File: src/rtl/regfile_pkg.sv
// Shared definitions for the register-file writeback controller:
// address/data widths, requester identifiers and a one-hot helper.
package regfile_pkg;

    localparam int REG_ADDR_W = 5;
    localparam int DATA_W     = 32;
    localparam int NUM_REGS   = 1 << REG_ADDR_W;

    // Identifies a writeback requester; also the encoding of the
    // round-robin pointer (which requester wins the next tie).
    typedef enum logic {
        REQ_A = 1'b0,   // ALU writeback
        REQ_B = 1'b1    // load / multicycle unit
    } req_id_t;

    // One-hot mask for a destination register. r0 is hardwired to zero,
    // so it never produces a set or clear bit.
    function automatic logic [NUM_REGS-1:0] reg_mask(input logic [REG_ADDR_W-1:0] rd);
        logic [NUM_REGS-1:0] m;
        m = '0;
        if (rd != '0) begin
            m[rd] = 1'b1;
        end
        return m;
    endfunction

endpackage

File: src/rtl/regfile_wb_ctrl_rr_arb2.sv
// Two-input round-robin arbiter. Bit 0 of req/gnt is requester A,
// bit 1 is requester B. The pointer names the requester that wins
// when both ask; it moves to the loser after every contested grant.
module rr_arb2
    import regfile_pkg::*;
#(
    parameter bit RR_INIT = 1'b0
) (
    input  logic       clk,
    input  logic       clrn,
    input  logic [1:0] req,
    output logic [1:0] gnt
);

    req_id_t ptr;

    // Grant decode: a lone requester always wins, a tie goes to the
    // pointer; nothing is granted while reset is held.
    always_comb begin
        gnt = 2'b00;
        if (clrn) begin
            case (req)
                2'b01:   gnt = 2'b01;
                2'b10:   gnt = 2'b10;
                2'b11:   gnt = (ptr == REQ_A) ? 2'b01 : 2'b10;
                default: gnt = 2'b00;
            endcase
        end
    end

    // Pointer register: only a contested grant hands priority over to
    // the requester that lost; uncontested grants leave it alone.
    always_ff @(posedge clk) begin
        if (!clrn) begin
            ptr <= req_id_t'(RR_INIT);
        end else if (req == 2'b11) begin
            ptr <= gnt[0] ? REQ_B : REQ_A;
        end
    end

endmodule

File: src/rtl/regfile_wb_ctrl.sv
// Register-file writeback controller: arbitrates two writeback
// requesters onto the single register-file write port and keeps a
// pending-write scoreboard that stalls decode on RAW hazards.
//
// Handshake: a requester presents valid with rd/data; ready is a
// combinational function of both valids and the arbiter pointer and
// is never high without its own valid. A transfer happens at a rising
// edge where valid and ready are both 1; rd/data may change freely
// while valid waits, only the values at the transfer edge are used.
module regfile_wb_ctrl
    import regfile_pkg::*;
#(
    parameter bit RR_INIT = 1'b0
) (
    input  logic                  clk,
    input  logic                  clrn,
    input  logic                  a_valid,
    input  logic [REG_ADDR_W-1:0] a_rd,
    input  logic [DATA_W-1:0]     a_data,
    output logic                  a_ready,
    input  logic                  b_valid,
    input  logic [REG_ADDR_W-1:0] b_rd,
    input  logic [DATA_W-1:0]     b_data,
    output logic                  b_ready,
    input  logic                  issue_we,
    input  logic [REG_ADDR_W-1:0] issue_rd,
    input  logic [REG_ADDR_W-1:0] rs,
    input  logic [REG_ADDR_W-1:0] rt,
    output logic                  stall,
    output logic [REG_ADDR_W-1:0] wn,
    output logic [DATA_W-1:0]     d,
    output logic                  we,
    output logic [NUM_REGS-1:0]   pending
);

    logic [1:0]            req;
    logic [1:0]            gnt;
    logic                  xfer;
    logic [REG_ADDR_W-1:0] sel_rd;
    logic [DATA_W-1:0]     sel_data;
    logic [NUM_REGS-1:0]   set_mask;
    logic [NUM_REGS-1:0]   clr_mask;
    logic [NUM_REGS-1:0]   pending_next;

    assign req = {b_valid, a_valid};

    rr_arb2 #(
        .RR_INIT (RR_INIT)
    ) u_arb (
        .clk  (clk),
        .clrn (clrn),
        .req  (req),
        .gnt  (gnt)
    );

    assign a_ready = gnt[0];
    assign b_ready = gnt[1];

    // Winner select: grant is one-hot or zero, so B's bit picks B.
    always_comb begin
        xfer     = gnt[0] | gnt[1];
        sel_rd   = a_rd;
        sel_data = a_data;
        if (gnt[1]) begin
            sel_rd   = b_rd;
            sel_data = b_data;
        end
    end

    // RAW hazard detect: a source read of a register with an
    // outstanding write holds decode; r0 never stalls.
    always_comb begin
        stall = 1'b0;
        if (rs != '0 && pending[rs]) begin
            stall = 1'b1;
        end
        if (rt != '0 && pending[rt]) begin
            stall = 1'b1;
        end
    end

    // Scoreboard next state: the writeback clears its bit, a fresh
    // issue sets its bit, and the set is applied last so a new issue
    // to the same register stays outstanding.
    always_comb begin
        set_mask = '0;
        clr_mask = '0;
        if (issue_we && !stall) begin
            set_mask = reg_mask(issue_rd);
        end
        if (xfer) begin
            clr_mask = reg_mask(sel_rd);
        end
        pending_next    = (pending & ~clr_mask) | set_mask;
        pending_next[0] = 1'b0;
    end

    // Scoreboard register.
    always_ff @(posedge clk) begin
        if (!clrn) begin
            pending <= '0;
        end else begin
            pending <= pending_next;
        end
    end

    // Write-port register: a transfer produces a one-cycle write pulse;
    // writes to r0 are accepted but suppressed and wn/d keep the last
    // real write.
    always_ff @(posedge clk) begin
        if (!clrn) begin
            we <= 1'b0;
            wn <= '0;
            d  <= '0;
        end else if (xfer && sel_rd != '0) begin
            we <= 1'b1;
            wn <= sel_rd;
            d  <= sel_data;
        end else begin
            we <= 1'b0;
        end
    end

endmodule

File: config.mk
export PLATFORM = sky130hd
export DESIGN_NAME = regfile_wb_ctrl
export DESIGN_NICKNAME = d
export VERILOG_FILES = /design/src/rtl/regfile_pkg.sv /design/src/rtl/regfile_wb_ctrl_rr_arb2.sv /design/src/rtl/regfile_wb_ctrl.sv
export SDC_FILE = /design/constraint.sdc
export NUM_CORES = 1
export LEC_CHECK = 0
export BUFFER_PORTS_ARGS = -buffer_cell sky130_fd_sc_hd__buf_2
export CORE_ASPECT_RATIO = 0.6
export CORE_MARGIN = 2
export CORE_UTILIZATION = 44
export CTS_BUF_LIST = sky130_fd_sc_hd__clkbuf_8
export DETAILED_ROUTE_END_ITERATION = 8
export PLACE_DENSITY_LB_ADDON = 0.1
export SYNTH_ARGS = -nofsm -noshare
export SYNTH_HDL_FRONTEND = slang
export SYNTH_SLANG_ARGS = --single-unit
File: constraint.sdc
create_clock -name clk -period 2.1 [get_ports clk]
set_clock_uncertainty 0.15 [all_clocks]
set_input_delay 0.21 -clock clk [delete_from_list [all_inputs] [get_ports clk]]
set_output_delay 0.21 -clock clk [all_outputs]
set_load 0.05 [all_outputs]
==> Word-level counts from Yosys, hierarchy flattened <==
Cells that the tools add are included.
{ "word_totals": {"regBits": 71, "input_bits": 94, "out_inout_bits": 73, "elab_cells": 51} }
{ "classes": {"magnitude_cmp": 6, "n_eq_ne": 3, "muxes": 21, "bitwise_logic": 4, "n_reduce_logical": 11} }
{ "ops": {"columns": ["op", "count"], "rows": [
  ["32-bit 2-to-1 mux", 5],
  ["32-bit bitwise AND", 1],
  ["32-bit inverter", 1],
  ["32-bit OR", 1],
  ["5-bit by 6-bit < comparator with 1-bit output, second input constant", 4],
  ["5-bit nonzero test", 4],
  ["1-bit binary-select mux with 5-bit select", 2],
  ["1-bit demux with 5-bit select", 2],
  ["5-bit by 1-bit >= comparator with 1-bit output, second input constant", 2],
  ["1-bit 2-to-1 mux", 8],
  ["1-bit logical AND", 6],
  ["2-bit one-hot mux with 3 select lines", 1],
  ["5-bit 2-to-1 mux", 1],
  ["2-bit == test, second input constant", 2],
  ["2-bit 2-to-1 mux", 2],
  ["2-bit by 1-bit == test with 1-bit output, second input constant", 1],
  ["1-bit zero test", 1],
  ["1-bit OR", 1]
]} }

==> Depth between registers and ports, before layout <==
Gate-level depths: netlist (run 1).
{ "depth": {"ltp_word": 13, "depth_mapped": 8} }

==> Hierarchy <==
Synthesis (run 1) repeated with hierarchy kept, for this count alone.
{ "unflattened": {"hier_cells": 393, "hier_area_um2": 3856.2} }
{ "by_module_without_submodules": {"columns": ["mod", "n_inst", "cells_each", "area_each_um2", "seq_area_each_um2"], "rows": [
  ["regfile_wb_ctrl", 1, 383, 3791.1, 1381.3],
  ["rr_arb2", 1, 10, 65.1, 20.0]
]} }

==> Worst setup path before layout (run 1) <==
No wires, ideal clock.
{ "synth_timing": {"kind": "flip-flop to flip-flop", "from": "register pending[18]", "to": "register pending[27]", "setup_ps": 88, "arrival_time_ps": 2228, "required_ps": 1862, "setup_slack_ps": -366, "path_stages_with_launch": 8, "synth_period_minus_slack_ps": 2466, "cell_sequence": "dfxtp_1 mux4_1 and4bb_2 nor4_1 and3_1 nand4_4 buf_6 o31ai_1"} }
{ "synth_between": {"elab_chain_len": 9} }
{ "synth_rtl": {"columns": ["item", "line_no", "rtl"], "rows": [
  ["from (decl)", "regfile_wb_ctrl.sv:33", "output logic [NUM_REGS-1:0] pending"],
  ["from (signal assigned)", "regfile_wb_ctrl.sv:103", "pending <= pending_next;"],
  ["1-bit binary-select mux with 5-bit select", "regfile_wb_ctrl.sv:74", "if (rs != '0 && pending[rs]) begin"],
  ["1-bit 2-to-1 mux (implied by the code)", "regfile_wb_ctrl.sv:74", null],
  ["1-bit logical AND", "regfile_wb_ctrl.sv:74", null],
  ["1-bit 2-to-1 mux", "regfile_wb_ctrl.sv:74", null],
  ["1-bit 2-to-1 mux (*)", "regfile_wb_ctrl.sv:77", "if (rt != '0 && pending[rt]) begin"],
  ["via stall", "regfile_wb_ctrl.sv:29", "output logic stall,"],
  ["1-bit zero test (*)", "regfile_wb_ctrl.sv:88", "if (issue_we && !stall) begin"],
  ["1-bit logical AND (*)", "regfile_wb_ctrl.sv:88", null],
  ["32-bit 2-to-1 mux (*)", "regfile_wb_ctrl.sv:88", null],
  ["32-bit OR (*)", "regfile_wb_ctrl.sv:94", "pending_next = (pending & ~clr_mask) | set_mask;"]
]} }
The timed path passes the listed nets; every way through them passes the cells marked *. The select of a mux whose other input is x is not followed.
A chain may end at the register's enable or synchronous reset.

==> Worst setup path in the final report (run 1) <==
{ "layout_timing": {"from": "register pending[18]", "to": "output port stall"} }
{ "layout_between": {"elab_chain_len": 5} }
{ "layout_rtl": {"columns": ["item", "line_no"], "rows": [
  ["1-bit binary-select mux with 5-bit select", "regfile_wb_ctrl.sv:74"],
  ["1-bit 2-to-1 mux (implied by the code)", "regfile_wb_ctrl.sv:74"],
  ["1-bit logical AND", "regfile_wb_ctrl.sv:74"],
  ["1-bit 2-to-1 mux", "regfile_wb_ctrl.sv:74"],
  ["1-bit 2-to-1 mux (*)", "regfile_wb_ctrl.sv:77"],
  ["to (decl)", "regfile_wb_ctrl.sv:29"]
]} }
Mark *: on every way between the ends. The rest lies on a longest branch, timed or not. The select of a mux whose other input is x is not followed.

==> results of run 1 <==
==> cell families after synthesis <==
| kind of cell | Yosys count | share of synthesized area [%] |
|---|---|---|
| and+or+nand+nor | 158 | 19.4 |
| AOI/OAI and AO/OA | 118 | 25.0 |
| buffers and inverters | 42 | 6.34 |
| muxes | 28 | 11.9 |
| other | 1 | 0.0990 |
| xor gates and xnor gates | 1 | 0.231 |
| DFF | 70 | 37.0 |
==> metal layers <==
layer | routed length, microns | share of wire [%] | global-route usage [%] | vias up
li1 | - | - | - | 2187
met1 | 6900 | 43 | 44.4 | 2251
met2 | 7130 | 44 | 45.4 | 327
met3 | 1760 | 11 | 11.1 | 40
met4 | 332 | 2.1 | 9.34 | 0
met5 | 0 | 0 | 0 | -
==> flip-flops by register name (all words and copies together) (netlist names) <==
register / flops
we: 1
wn: 5
d: 32
u_arb.ptr: 1
pending: 31
==> path summary, 6_finish.rpt <==
kind,startpoint,end,slack (ns),cells after the start
hold reg to reg,wn[0]$_SDFFE_PN0P_,wn[0]$_SDFFE_PN0P_,0.33,2
hold / removal,a_rd[0],wn[0]$_SDFFE_PN0P_,0.11,3
setup / recovery,pending[18]$_SDFF_PN0_,stall,-0.53,6
setup reg to reg,pending[18]$_SDFF_PN0_,pending[29]$_SDFF_PN0_,-0.46,8
==> cell type report <==
cell class	count	area (sq um)
diodes	1	2.50
multi-input cells	306	2350
inverters	8	30.0
fillers	598	2080
well taps	112	140
flip-flops and latches	70	1430
clock buffers	10	138
clock inverters	6	30.0
repair buffers	305	2230
==> worst max-delay path, stage by stage, from the launching register on <==
cell and delay [ns]:
dfxtp_4 0.35, mux4_2 0.45, and4bb_2 0.26, nor4_4 0.28, and3_4 0.23, nand4_4 0.14
buf_6 0.21
==> synth_stat cells, types with 2 or more instances <==
library cell / count
mux2i_1: 10
nor3b_1: 4
mux4_2: 5
buf_1: 2
o31ai_1: 30
nand3_1: 6
nand2b_1: 3
and4b_1: 2
a21oi_1: 4
mux2_2: 6
and4bb_2: 2
nor4_1: 2
inv_1: 6
o211ai_1: 17
nor2b_1: 3
a22oi_1: 2
clkbuf_1: 14
buf_6: 8
a31oi_1: 4
mux4_1: 6
buf_2: 6
nand2_1: 76
nor2_1: 40
a311oi_1: 33
and2_1: 2
nor3_1: 7
nand3b_1: 5
o311ai_0: 16
dfxtp_1: 70
buf_4: 2
==> metrics by stage <==
stage               util, %  setup WS (ns)
global placement       59.9         -0.298
detailed placement     59.9         -0.452
finish                 75.3         -0.535
global route           75.3         -0.615
floorplan                 -         -0.162
CTS                    71.5         -0.551
==> power by group <==
part	internal (mW)	leakage (nW)	switching [mW]
sequential	1.39	0.580	0.0429
clock	0.446	0.0944	0.517
combinational	0.453	2.21	0.679
==> timing repair <==
action	CTS	global route
hold buffers	64	0
gates resized for setup	16	41
buffers inserted	6	2
endpoints found under the setup margin	69	66
pin swaps	4	30
endpoints found under the hold margin	32	0
cloned	2	6
==> results.md, run 1 <==
- The number of standard cells after synthesis is between 400 and 500.
- The floorplan step set the die height to 75.9 microns.
- Power comes to roughly 3.5 mW.
- After detailed routing, the number of remaining DRC violations is 0.
- Across all hold checks on the routed design, the worst slack comes to 0.112 ns.
- The detailed-placement wirelength estimate is just under 10 mm.
- Leaving out fill and tap cells, the most frequent cell in the layout is buf_2.
- At the worst endpoint, the arrival time is between 2 and 2.5 ns.
- The period utilization is 125%.
- The post-route netlist has a little under half of its cells at a drive strength greater than 1.
- After synthesis, the cell types taking the most area are dfxtp_1 37%, a311oi_1 7.6%, nand2_1 7.5%, o31ai_1 5.9%, mux4_1 4.2%.
- Synthesis inferred 70 register bits.
- The first-pass detailed-route iteration total is 5.
- The post-synthesis to final-layout area growth is 67.7%.
- In this run the cell area measured after placement is a little over 5000 sq um.
- Across all setup checks in the final design, the least slack found is -0.535 ns.
- For the pin with the worst max-slew slack, the measured transition is between 0.7 and 0.8 ns.
- The mean instance size in the synthesized netlist is between 9 and 10 sq um.
- The final setup TNS is -12.30 ns.
- The leakage power of the design is 2.88 nW.
- Timing would allow up to between 300 and 400 MHz.
- After detailed routing, the total wire length is about 16 mm.
- The count of buffers added on input and output ports is around 170.
- Setup violations remaining at the end of the flow were counted as between 40 and 50.
- TritonCTS built the clock tree.
- Of all flip-flops after synthesis, the portion carrying an async set or reset was 0%.
- With fillers left out, the area of the finished cells amounts to around 6300 sq um.
- The maximum number of pins on one net before global-route repair is 36.
- The number of vias in the routed layout is about 4,800.
- The count of antenna-violating nets left after detailed routing is 0.
- The final reports fail on setup timing.
- The worst setup path is captured at a primary output.
- Using the TritonRoute via totals, the vias-per-cell ratio works out to 5.87.
- The worst path in the final design needs a cycle of ~2.6 ns, including I/O delays and setup.
- Summed over its instances, the top area cell type makes up between 30% and 40% of the synthesized netlist area.
- Measured along the x axis, the die boundary spans around 120 microns.
- The H-tree was split into 3 levels.
- The source-to-sink clock delay at the later pin of the worst-skew pair is ~0.36 ns.
- The final layout contains 794 nets.
- For this design the ratio of total power to cell area is roughly 560 nW/um^2.
- The tightest min-delay check is of the in -> reg type.
- The clock tree root driver cell is clkbuf_8.
- between 150 and 200 I/O pins were placed.
- For this configuration, the core starts out at a cell density of approximately 45%.
- No sink is reached through more buffers than the 2 on the longest clock path.
- The number of buffers added by the clock tree synthesis step is 9.
- The fraction of the yosys area taken by sequential cells is a little under two fifths.
- The largest total area in the synthesized netlist belongs to dfxtp_1.
- The finished layout holds a little over 800 standard cells, fillers aside.
- Routability-driven placement finished with a final weighted congestion of about 0.98.
- The worst setup path is of the reg -> out kind.
- The number of violations reported at the end of detailed-routing iteration 0 is approximately 500.
- After synthesis, the netlist uses 55 different library cells.
- The clock slew at the register clock pins of the worst setup and hold paths is approximately 0.070 ns.
- The number of placement rows is 26.
- The run finished, with violations left.
- The number of antenna violations at the first check in global routing came to 0.
- The wire length per cell is around 20 microns.
- During synthesis, Yosys emitted a total of 0 warnings.
- The placeable core region is 8430 sq um.
- The placed cell count is approximately 720.
- The die covers roughly 9400 sq um.
- The number of global-route vias before repair is 4,234.
- The maximum vdd drop is ~410 uV.
- The number of synthesized flops with an enable pin is 0.
- The top fanout value on the critical path is 4.
- The first-pass GRT wire length is between 20 and 25 mm.
- The CTS sink count is 70.
- The overall global routing resource usage is 31.5%.
- After synthesis the cells add up to 3790 sq um.
- At the worst endpoint, the required time is ~1.7 ns.
- Setup repair after global routing could not meet its margin everywhere.
- The worst-case headroom to the max-slew limit is 52.1%.
- The final-report hold violation count was 0.
- The category of the worst setup path launch point is a register.
- The count of maximum capacitance violations is 0.
- The sum of overflow across all layers after global routing is 0.
- The final number of max-transition violations is 0.
- The net count after synthesis is ~500.
- For this run, the leading register cell type out of synthesis is dfxtp_1.
- Leaving out fill and tap cells, the most frequent cells in the layout are 163 x buf_2, 76 x nand2_1, 64 x dlygate4sd3_1, 62 x buf_4, 61 x dfxtp_1.
(Power assumes the default switching activity.)
==> run 2: changes to the inputs <==
--- a/config.mk
+++ b/config.mk
@@ -6,9 +6,11 @@
 export NUM_CORES = 1
 export LEC_CHECK = 0
 export BUFFER_PORTS_ARGS = -buffer_cell sky130_fd_sc_hd__buf_2
+export CELL_PAD_IN_SITES_DETAIL_PLACEMENT = 0
+export CELL_PAD_IN_SITES_GLOBAL_PLACEMENT = 2
 export CORE_ASPECT_RATIO = 0.6
 export CORE_MARGIN = 2
-export CORE_UTILIZATION = 44
+export CORE_UTILIZATION = 25
 export CTS_BUF_LIST = sky130_fd_sc_hd__clkbuf_8
 export DETAILED_ROUTE_END_ITERATION = 8
 export PLACE_DENSITY_LB_ADDON = 0.1
==> run 2 against run 1 <==
Against the previous run: the run still ends with setup timing left; maximum frequency up 3.5%; first-iteration DRC count down 39%; clock power down 7.1%; core utilization down 30 points; non-clock buffer count unchanged; setup slack better by 0.089 ns; sequential cell count unchanged; critical path depth unchanged; total power up 0.22%; die area up 72%; design area up 4.8%; clock-buffer cell count down 1.
==> results.md, run 2 (synthesized netlist as in run 1, its figures left out) <==
- The run finished, with violations left.
- The final reports fail on setup timing.
- The sum of overflow across all layers after global routing is 0 (unchanged).
- The final number of max-transition violations is 0 (unchanged).
- The clock slew at the register clock pins of the worst setup and hold paths is 0.08 ns (about the same).
- The number of standard cells in the layout, taps in and fillers out came to 903 (+10%).
- The top fanout value on the critical path was 3 (-1).
- The die boundary width is 163 microns (+32%).
- The height of the chip is 99.3 microns (+31%).
- The post-layout utilization of the core is 45.5% (-30 points).
- The maximum number of pins on one net before global-route repair is 39 (+8.3%).
- The post-layout worst setup margin was -0.446 ns (+0.0889 ns).
- The count of maximum capacitance violations came to 0 (unchanged).
- The area of the die came to 16,200 sq um (+72%).
- The period utilization is 121% (-4.2 points).
- The number of buffers added by the clock tree synthesis step was 9 (unchanged).
- The number of violations reported at the end of detailed-routing iteration 0 came to 303 (-39%).
- The number of endpoints failing setup at the final stage is 70 (+67%).
- The number of antenna violations at the first check in global routing is 2 (+2).
- The final setup TNS came to -14.82 ns (-2.52 ns).
- The wire length per cell is 19.5 microns (-0.81%).
- The number of vias in the routed layout is 4,556 (-5.2%).
- The number of global-route vias before repair was 4,380 (+3.4%).
- The pin slew with the least headroom to its limit is 0.708 ns (-0.00813 ns).
- The CTS H-tree depth is 3 (unchanged).
- The ratio of cells with drive above 1 in the final layout is 47.1% (+1.7 points).
- The CTS sink count is 70 (unchanged).
- The effective utilization at floorplan is 25.9% (-19 points).
- Walking the worst path, the cells encountered are mux4_2 > and4bb_2 > nor4_2 > and3_1 > nand4_4 > buf_8.
- More flip-flops sit in one register than any other, and that register is d.
- The category of the worst setup path launch point is a register.
- The source-to-sink clock delay at the later pin of the worst-skew pair came to 0.35 ns (about the same).
- The detailed-route wire length is 17.7 mm (+9.5%).
- The maximum achievable frequency is 393 MHz (+3.5%).
- The number of placement rows is 34 (+31%).
- The maximum vdd drop is 257 uV (-36%).
- The overall global routing resource usage is 20.5% (-11 points).
- The number of nets in the final layout was 794 (unchanged).
- The data arrival time of the critical path is 2.19 ns (-0.08 ns).
- The tightest min-delay check is of the in -> reg type.
- Relative to the synthesized area, the layout overhead comes to 75.7%.
- The top cell types in the final layout, fill and taps aside, are 163 x buf_2, 76 x nand2_1, 64 x dlygate4sd3_1, 61 x dfxtp_1, 49 x buf_4.
- The time the final worst path needs with I/O delays and setup is 2.55 ns (-0.0889 ns).
- The detailed-placement wirelength estimate was 11.8 mm (+18%).
- The top-level port count was 167 (unchanged).
- The total power per unit cell area is 531 nW/um^2 (-4.4%).
- The longest individual stage delay on the worst path was 0.46 ns (about the same).
- Setup repair after global routing could not meet its margin everywhere.
- The sum of buffers and inverters on the critical path came to 1 (unchanged).
- The worst-case headroom to the max-slew limit was 52.6% (+0.54 points).
- The weighted congestion reported at the end of routability-driven placement was 0.826 (-16%).
- The required arrival time at the worst endpoint came to 1.74 ns (about the same).
- The clock tree root driver cell is clkbuf_8.
- The setup slack at placement came to -0.324 ns (+0.128 ns).
- The largest registers in the layout are d: 32 flops, pending: 31 flops, wn: 5 flops.
- The count of antenna-violating nets left after detailed routing is 0 (unchanged).
- The count of buffers inserted at the top-level ports came to 165 (unchanged).
- The placeable core region is 14,600 sq um (+74%).
- The final-report hold violation count is 0 (unchanged).
- The cell family contributing the most delay on the critical path is simple AND/OR/NAND/NOR gates.
- The total DRC errors in the routed layout came to 0 (unchanged).
- The number of buffers between clock root and the deepest sink is 2 (unchanged).
- The slowest cell on the critical path is mux4_2.
- The area of placed instances is 5120 sq um (+1.4%).
- The leakage power of the design came to 2.93 nW (+1.7%).
- The placed cell count is 799 (+11%).
- The first-pass detailed-route iteration total came to 4 (-1).
- The via-per-instance ratio is 5.05 (-14%).
- The critical path is of the reg -> out type.
- TritonCTS built the clock tree.
- The area of all placed cells without fillers was 6650 sq um (+4.8%).
- The flip-flop count of the largest register after layout is 32 (unchanged).
- The first-pass GRT wire length is 25.2 mm (+14%).
- The endpoint class of the critical path is a primary output.
- Leaving out fill and tap cells, the most frequent cell in the layout is buf_2.
==> run 2: path summary, 6_finish.rpt <==
kind / startpoint / endpoint / slack, ns / cells after the start
max: pending[22]$_SDFF_PN0_ / stall / -0.45 / 6
min: clrn / wn[1]$_SDFFE_PN0P_ / 0.04 / 2
max reg2reg: pending[22]$_SDFF_PN0_ / pending[2]$_SDFF_PN0_ / -0.42 / 8
min reg2reg: wn[2]$_SDFFE_PN0P_ / wn[2]$_SDFFE_PN0P_ / 0.33 / 2
==> run 2: what timing repair did <==
item,in CTS,in global routing
hold endpoints to repair,32,0
cloned,4,7
resized for setup,25,59
setup endpoints to repair,69,70
hold buffers,64,0
setup buffers,6,9
pin swaps,10,21
==> run 2: worst reg2reg max path, stage by stage (launching register included) <==
cell      delay (ns)
dfxtp_4         0.34
mux4_2          0.46
and4bb_2        0.24
nor4_2          0.29
and3_1          0.24
nand4_4         0.10
buf_4           0.19
buf_12          0.16
o31ai_1         0.25
==> run 2: final cells by class <==
type | instances | area, sq um
inverters | 8 | 32.5
multi-input cells | 306 | 2430
diodes | 2 | 5.00
repair buffers | 305 | 2370
clock inverters | 5 | 22.5
clock buffers | 9 | 124
fillers | 1446 | 7980
well taps | 198 | 248
flip-flops and latches | 70 | 1430
==> run 2: stage by stage <==
stage / power [mW] / hold slack [ns]
floorplan: 2.02 / 0.219
finish: 3.54 / 0.0370
CTS: 3.40 / 0.00453
global placement: 2.33 / 0.318
detailed placement: 2.34 / 0.315
global route: 3.70 / 0.0252
==> run 2: where the power goes <==
group          leakage [nW]  switching (mW)  internal, mW
combinational          2.26           0.713         0.500
clock                0.0871           0.494         0.401
sequential            0.580          0.0382          1.39
==> run 2: per-layer routing <==
| metal | vias to the layer above | global-route usage, % | wire (microns) |
|---|---|---|---|
| li1 | 2175 | - | - |
| met4 | 0 | 3.13 | 119 |
| met5 | - | 0 | 0 |
| met1 | 2224 | 30.4 | 9170 |
| met2 | 145 | 30.1 | 7280 |
| met3 | 12 | 5.34 | 1080 |
